### config.mk
export PLATFORM = sky130hd
export DESIGN_NAME = rf_debug_port
export DESIGN_NICKNAME = d
export VERILOG_FILES = /design/src/rtl/rf_dbg_pkg.sv /design/src/rtl/rf_dbg_out_reg.sv /design/src/rtl/rf_debug_port.sv
export SDC_FILE = /design/constraint.sdc
export NUM_CORES = 1
export LEC_CHECK = 0
export CELL_PAD_IN_SITES_DETAIL_PLACEMENT = 1
export CELL_PAD_IN_SITES_GLOBAL_PLACEMENT = 2
export CORE_MARGIN = 2
export CORE_UTILIZATION = 21
export DETAILED_ROUTE_END_ITERATION = 10
export PLACE_DENSITY = 0.81
export SETUP_SLACK_MARGIN = 0.3
export SLEW_MARGIN = 20
export SYNTH_ARGS = -nofsm -noshare
export SYNTH_HDL_FRONTEND = slang
export SYNTH_SLANG_ARGS = --single-unit
### constraint.sdc
create_clock -name clk_i -period 5.2 [get_ports clk_i]
set_input_delay 0.78 -clock clk_i [delete_from_list [all_inputs] [get_ports clk_i]]
set_output_delay 0.78 -clock clk_i [all_outputs]
set_load 0.01 [all_outputs]
### src/rtl/rf_dbg_pkg.sv
// rf_dbg_pkg: shared constants and state type for the register-file debug sequencer
package rf_dbg_pkg;
    localparam int REG_NUM_C = 32;
    localparam int ADDR_W_C  = $clog2(REG_NUM_C);
    typedef enum logic [1:0] {IDLE, CLEAR, DUMP, DRAIN} rf_dbg_state_t;
endpackage

### src/rtl/rf_dbg_out_reg.sv
// rf_dbg_out_reg: single-entry valid/ready holding register for {addr, data} dump beats
module rf_dbg_out_reg #(
    parameter int AW = 5,
    parameter int DW = 32
) (
    input  logic          clk,
    input  logic          rst,
    input  logic          push,
    input  logic          ready,
    input  logic [AW-1:0] load_addr,
    input  logic [DW-1:0] load_data,
    output logic          accept,
    output logic          valid,
    output logic [AW-1:0] addr,
    output logic [DW-1:0] data
);
    assign accept = push && (!valid || ready);
    always_ff @(posedge clk or posedge rst)
        if (rst) begin
            valid <= 1'b0;
            addr  <= '0;
            data  <= '0;
        end else if (accept) begin
            valid <= 1'b1;
            addr  <= load_addr;
            data  <= load_data;
        end else if (ready) begin
            valid <= 1'b0;
        end
endmodule

### src/rtl/rf_debug_port.sv
// rf_debug_port: clear/dump sequencer owning the register file's write port and read port 1
module rf_debug_port
    import rf_dbg_pkg::*;
#(
    parameter int DATA_W  = 32,
    parameter int REG_NUM = REG_NUM_C,
    localparam int AW     = $clog2(REG_NUM)
) (
    input  logic              clk_i,
    input  logic              rst_i,
    input  logic              clear_start_i,
    input  logic              dump_start_i,
    output logic              busy_o,
    output logic              done_o,
    input  logic              core_we_i,
    input  logic [AW-1:0]     core_waddr_i,
    input  logic [DATA_W-1:0] core_wdata_i,
    input  logic [AW-1:0]     core_raddr1_i,
    output logic              rf_we_o,
    output logic [AW-1:0]     rf_waddr_o,
    output logic [DATA_W-1:0] rf_wdata_o,
    output logic [AW-1:0]     rf_raddr1_o,
    input  logic [DATA_W-1:0] rf_rdata1_i,
    output logic              dump_valid_o,
    input  logic              dump_ready_i,
    output logic [AW-1:0]     dump_addr_o,
    output logic [DATA_W-1:0] dump_data_o
);
    localparam logic [AW-1:0] LAST = AW'(REG_NUM - 1);
    rf_dbg_state_t state, state_n;
    logic [AW-1:0] idx, idx_n;
    logic          done_n, accept;
    always_ff @(posedge clk_i or posedge rst_i)
        if (rst_i) begin
            state  <= IDLE;
            idx    <= '0;
            done_o <= 1'b0;
        end else begin
            state  <= state_n;
            idx    <= idx_n;
            done_o <= done_n;
        end
    // the terminal compare stops idx before it can wrap
    always_comb begin
        state_n = state;
        idx_n   = idx;
        done_n  = 1'b0;
        case (state)
            IDLE:
                if (clear_start_i) begin
                    state_n = CLEAR;
                    idx_n   = AW'(1);
                end else if (dump_start_i) begin
                    state_n = DUMP;
                    idx_n   = '0;
                end
            CLEAR: begin
                idx_n = idx + AW'(1);
                if (idx == LAST) begin
                    state_n = IDLE;
                    idx_n   = '0;
                    done_n  = 1'b1;
                end
            end
            DUMP:
                if (accept) begin
                    idx_n = idx + AW'(1);
                    if (idx == LAST) begin
                        state_n = DRAIN;
                        idx_n   = '0;
                    end
                end
            DRAIN:
                if (dump_valid_o && dump_ready_i) begin
                    state_n = IDLE;
                    done_n  = 1'b1;
                end
            default: state_n = IDLE;
        endcase
    end
    always_comb begin
        busy_o      = state != IDLE;
        rf_we_o     = busy_o ? state == CLEAR : core_we_i;
        rf_waddr_o  = busy_o ? idx : core_waddr_i;
        rf_wdata_o  = busy_o ? '0 : core_wdata_i;
        rf_raddr1_o = busy_o ? idx : core_raddr1_i;
    end
    rf_dbg_out_reg #(.AW(AW), .DW(DATA_W)) u_out (
        .clk       (clk_i),
        .rst       (rst_i),
        .push      (state == DUMP),
        .ready     (dump_ready_i),
        .load_addr (idx),
        .load_data (rf_rdata1_i),
        .accept    (accept),
        .valid     (dump_valid_o),
        .addr      (dump_addr_o),
        .data      (dump_data_o)
    );
endmodule

# Yosys cells after proc, flatten, opt, wreduce, memory -nomap -nowiden
# Cells that the tools add are included.
[totals] ff_bits=46 mem_bits_ro=0 out_inout_bits=83 latch_bits=0 n_memories=0 elab_cells=47 mem_bits_rw=0
[classes] n_eq_ne=9 n_div=0 order_cmp=0 n_shift=0 multipliers=0 n_bitwise=0 n_mux=21 n_reduce_logical=10 n_addsub=1
[op_table] op="$mux 32" n=1
[op_table] op="$mux 5" n=6
[op_table] op="$pmux 5 s3" n=1
[op_table] op="$mux 2" n=6
[op_table] op="$ne 2x2->1 const B" n=4
[op_table] op="$pmux 2 s4" n=1
[op_table] op="$add 5x1->5 const B" n=1
[op_table] op="$eq 5x5->1 const B" n=1
[op_table] op="$mux 1" n=5
[op_table] op="$reduce_and 5->1" n=1
[op_table] op="$eq 2x2->1 const B" n=2
[op_table] op="$reduce_bool 2->1" n=2
[op_table] op="$ne 3x3->1 const B" n=1
[op_table] op="$reduce_and 3->1" n=1
[op_table] op="$reduce_bool 3->1" n=1
[op_table] op="$eq 2x1->1 const B" n=1
[op_table] op="$logic_and 1x1->1" n=2
[op_table] op="$logic_not 2->1" n=1
[op_table] op="$pmux 1 s2" n=1
[op_table] op="$logic_not 1->1" n=1
[op_table] op="$logic_or 1x1->1" n=1

# Logic depth before layout (Yosys ltp)
[depth] word_depth=5 depth_mapped=6

# Hierarchy
# Synthesis repeated with hierarchy kept, for this count alone.
[unflattened] hier_cells=205 area_unflattened_um2=2452.4
[by_module_without_submodules] module="rf_dbg_out_reg" seq_area_each_um2=950.9 instances=1 area_each_um2=1522.7 cells_each=84
[by_module_without_submodules] module="rf_debug_port" seq_area_each_um2=200.2 instances=1 area_each_um2=929.6 cells_each=121

# Least setup slack after synthesis
# No wires, ideal clock.
[synth_path] path_type="register to output" startpoint="register state[0]" endpoint="output rf_raddr1_o[0]" path_buffers=2 required_ns=4.420 stages_incl_launch_ff=7 slack_ns=3.201 arrival_time_ns=1.219 path_cell_list="dfrtp_1 -> inv_1 -> ha_1 -> buf_4 -> clkbuf_1 -> nand2_1 -> nand2_1"
[synth_between] elab_chain_len=2
[synth_rtl] item="start: declaration" line_no="rf_debug_port.sv:30" source="rf_dbg_state_t state, state_n;"
[synth_rtl] item="start signal: assignment" line_no="rf_debug_port.sv:39" source="state <= state_n;"
[synth_rtl] item="$reduce_bool 2->1" line_no="rf_debug_port.sv:82" source="busy_o = state != IDLE;"
[synth_rtl] item="$mux 5" line_no="rf_debug_port.sv:86" source="rf_raddr1_o = busy_o ? idx : core_raddr1_i;"
[synth_rtl] item="end: declaration" line_no="rf_debug_port.sv:22" source="output logic [AW-1:0] rf_raddr1_o,"
# No other way between the ends.

# Worst setup path after layout
[layout_path] startpoint="register state[1]" endpoint="output rf_waddr_o[0]"
[layout_between] elab_chain_len=2
[layout_rtl] item="$reduce_bool 2->1" line_no="rf_debug_port.sv:82"
[layout_rtl] item="$mux 5" line_no="rf_debug_port.sv:84" source="rf_waddr_o = busy_o ? idx : core_waddr_i;"
[layout_rtl] item="end: declaration" line_no="rf_debug_port.sv:20" source="output logic [AW-1:0] rf_waddr_o,"
# No other way between the ends.

==> results.cfg <==
[outcome]
status = finished, final reports clean

[floorplan]
ios = 163
fp.coreArea_um2 = 10900
die_h_um = 110
num_rows = 38
dieWidth_um = 110
initial_utilization_pct = 21.6
dieArea_um2 = 12100

[min_path]
whs_path_depth = 1
min_path_type = flop to flop

[sta]
final_max_slew_viol_count = 0
setup_ws_ns = 2.01
fin_crit_ns = 3.19
timing.final.crit_share_pct = 61.3
clock_skew_ns = 0.0112
hold_violations = 0
clock.fmax_mhz = 314
grt_setup_unrepaired = no
setup_violations = 0
worst_pin_slew_ns = 0.809
timing.hold.ws_ns = 0.511
worst_slew_margin_rel_pct = 46.0
finalSetupTns_ns = 0

[global_route]
grt_pass1_wl_mm = 10.9
grt_pass1_vias = 2226
track_usage_pct = 11.9
grt.overflow.total = 0
antenna_found_initial = 0
grt_start_max_net_pins = 47

[setup_path]
worst_setup_path_end_kind = output pin
cp_max_fo = 45
path_class = flop to output pin
endpoint = rf_waddr_o[0]
critPathArrivalTime_ns = 2.41
cp-startpoint = state[1]
reg2reg_setup_slack_ns = 3.05
worstPathRequired_ns = 4.42
worst_setup_path_start_kind = flop
regToRegStartpoint = state[1]
r2r_cells = 5
regToRegEndpoint = idx[0]

[clocking]
root_buffer = clkbuf_8
clock-sinks = 46
cts_made_buffers = 5
clk_latency_ns = 0.30
cts-htree-levels = 2
hold_buffers = 0
post_cts_buffers = 0
ctsResizeCount = 0
clk_pin_slew_worst_paths_ns = 0.09
cts_tree = built
clk_path_buf_depth = 2

[power]
leakagePower_nw = 1.77
powerDensity_nw_per_um2 = 546
ir_drop_v = 0.000188
finalPower_w = 0.00230

[synthesis]
synth-edff-count = 0
syn_area_um2 = 2350
yosysTopAreaCellShare_pct = 48.9
synth-main-ff-cell = dfrtp_1
ys_ff_latch = 46
syn_inst = 198
synth.area.top_cells = dfrtp_1 49%, mux2_2 19%, and2_1 8.5%
ys_types = 31
yosysTopAreaCell = dfrtp_1
synth.most_common_cell = dfrtp_1
async_reset_ff_share_pct = 100
syn_nets = 287
ys_seq_area_share_pct = 48.9
postSynthAreaPerCell_um2 = 11.9
ys_warn_count = 0
synth_commonest_cells = 46 x dfrtp_1, 39 x mux2_2, 32 x and2_1

[detailed_routing]
routedWlPerCell_um = 15.2
vias = 2111
drt_iter0_markers = 52
ant_nets = 0
post-route-drc-count = 0
via_per_inst = 4.22
first_pass_iters = 3
wl_mm = 7.60

[final_layout]
antenna_cells = 0
drive_above_1_share_pct = 15.6
fin_util_pct = 38.8
fill_cells = 1223
nets = 448
area_growth_pct = 79.2

[placed_design]
portBuffers = 162
gp_congestion = 0.693
dp_hpwl_mm = 6.07
place_ws_ns = 1.79

[job]
cap_violations = 0
==> metal layers <==
layer	track usage (%)	wire [um]	vias to the layer above	share of wire, %
met3	3.85	842	4	11
li1	-	-	977	-
met5	0	0	-	0
met4	3.44	55	0	0.72
met2	23.1	3930	110	52
met1	11.9	2780	1020	37
==> cells in the final DEF (no fill, tap or decap), drive strengths merged <==
master / Yosys / final
nand2: 29 / 29
nor2: 2 / 2
mux2i: 5 / 5
a31o: 1 / 1
a2111oi: 1 / 1
nor3b: 2 / 2
nor4b: 1 / 1
nor2b: 1 / 1
clkinvlp: 0 / 1
clkdlybuf4s50: 0 / 162
and3b: 1 / 1
o41a: 1 / 1
clkbuf: 4 / 6
ha: 9 / 9
mux2: 40 / 40
o21ba: 1 / 1
clkinv: 0 / 1
and2: 32 / 32
nor3: 1 / 1
a32o: 1 / 1
nor4: 1 / 1
nand3: 1 / 1
bufinv: 0 / 1
a21boi: 1 / 1
o21ai: 1 / 1
dfrtp: 46 / 46
inv: 8 / 7
o2bb2ai: 1 / 1
and3: 1 / 1
nand2b: 2 / 2
==> stage by stage <==
step                      instance area [um^2]  instances
after global routing                      4220        500
final                                     4220        500
after global placement                    4110        492
after detailed placement                  4110        492
after CTS                                 4220        500
after floorplan                           2350        198
==> report_power, final <==
group	switching, W	internal [W]	leakage, nW
Sequential	0.000101	0.000524	0.559
Clock	0.000123	0.000144	0.0514
Combinational	0.000569	0.000842	1.16
Total	0.000792	0.00151	1.77
==> critical path, stage by stage, from the launching register on <==
cell and delay [ns]:
dfrtp_1 0.43, inv_1 0.15, ha_2 0.60, inv_1 0.23
nand2_1 0.15, nand2_1 0.07, clkdlybuf4s50_1 0.48
==> cells by family after synthesis <==
kind of cell	count (synthesis)	synth area share [%]
fa+ha+maj	9	4.78
buf+inv	16	3.19
mux	45	21.4
compound gates	8	2.98
flops	46	48.9
simple gates	74	18.8
==> final cells by class <==
cell class                      count  area [um^2]  area share (%)
Tap cell                          140          175            4.15
Clock inverter                      2         37.5           0.889
Timing Repair Buffer              162         1620            38.4
Multi-Input combinational cell    136         1130            26.8
Inverter                            8         31.3           0.741
Clock buffer                        6         72.6            1.72
Sequential cell                    46         1150            27.3
==> worst min-delay path by stage <==
stage                   startpoint        endpoint  slack (ns)
floorplan                   idx[3]          idx[3]        0.53
detailed placement  u_out.data[27]  u_out.data[27]        0.49
global route         u_out.addr[1]   u_out.addr[1]        0.53
CTS                 u_out.data[14]  u_out.data[14]        0.52
global placement    u_out.data[16]  u_out.data[16]        0.49
finish              u_out.data[14]  u_out.data[14]        0.51
==> registers in the layout, summed over array words and instances, names as in the netlist <==
signal	flops
state	2
done_o	1
idx	5
u_out.addr	5
u_out.data	32
u_out.valid	1
Power figures use the tool's default switching activity.
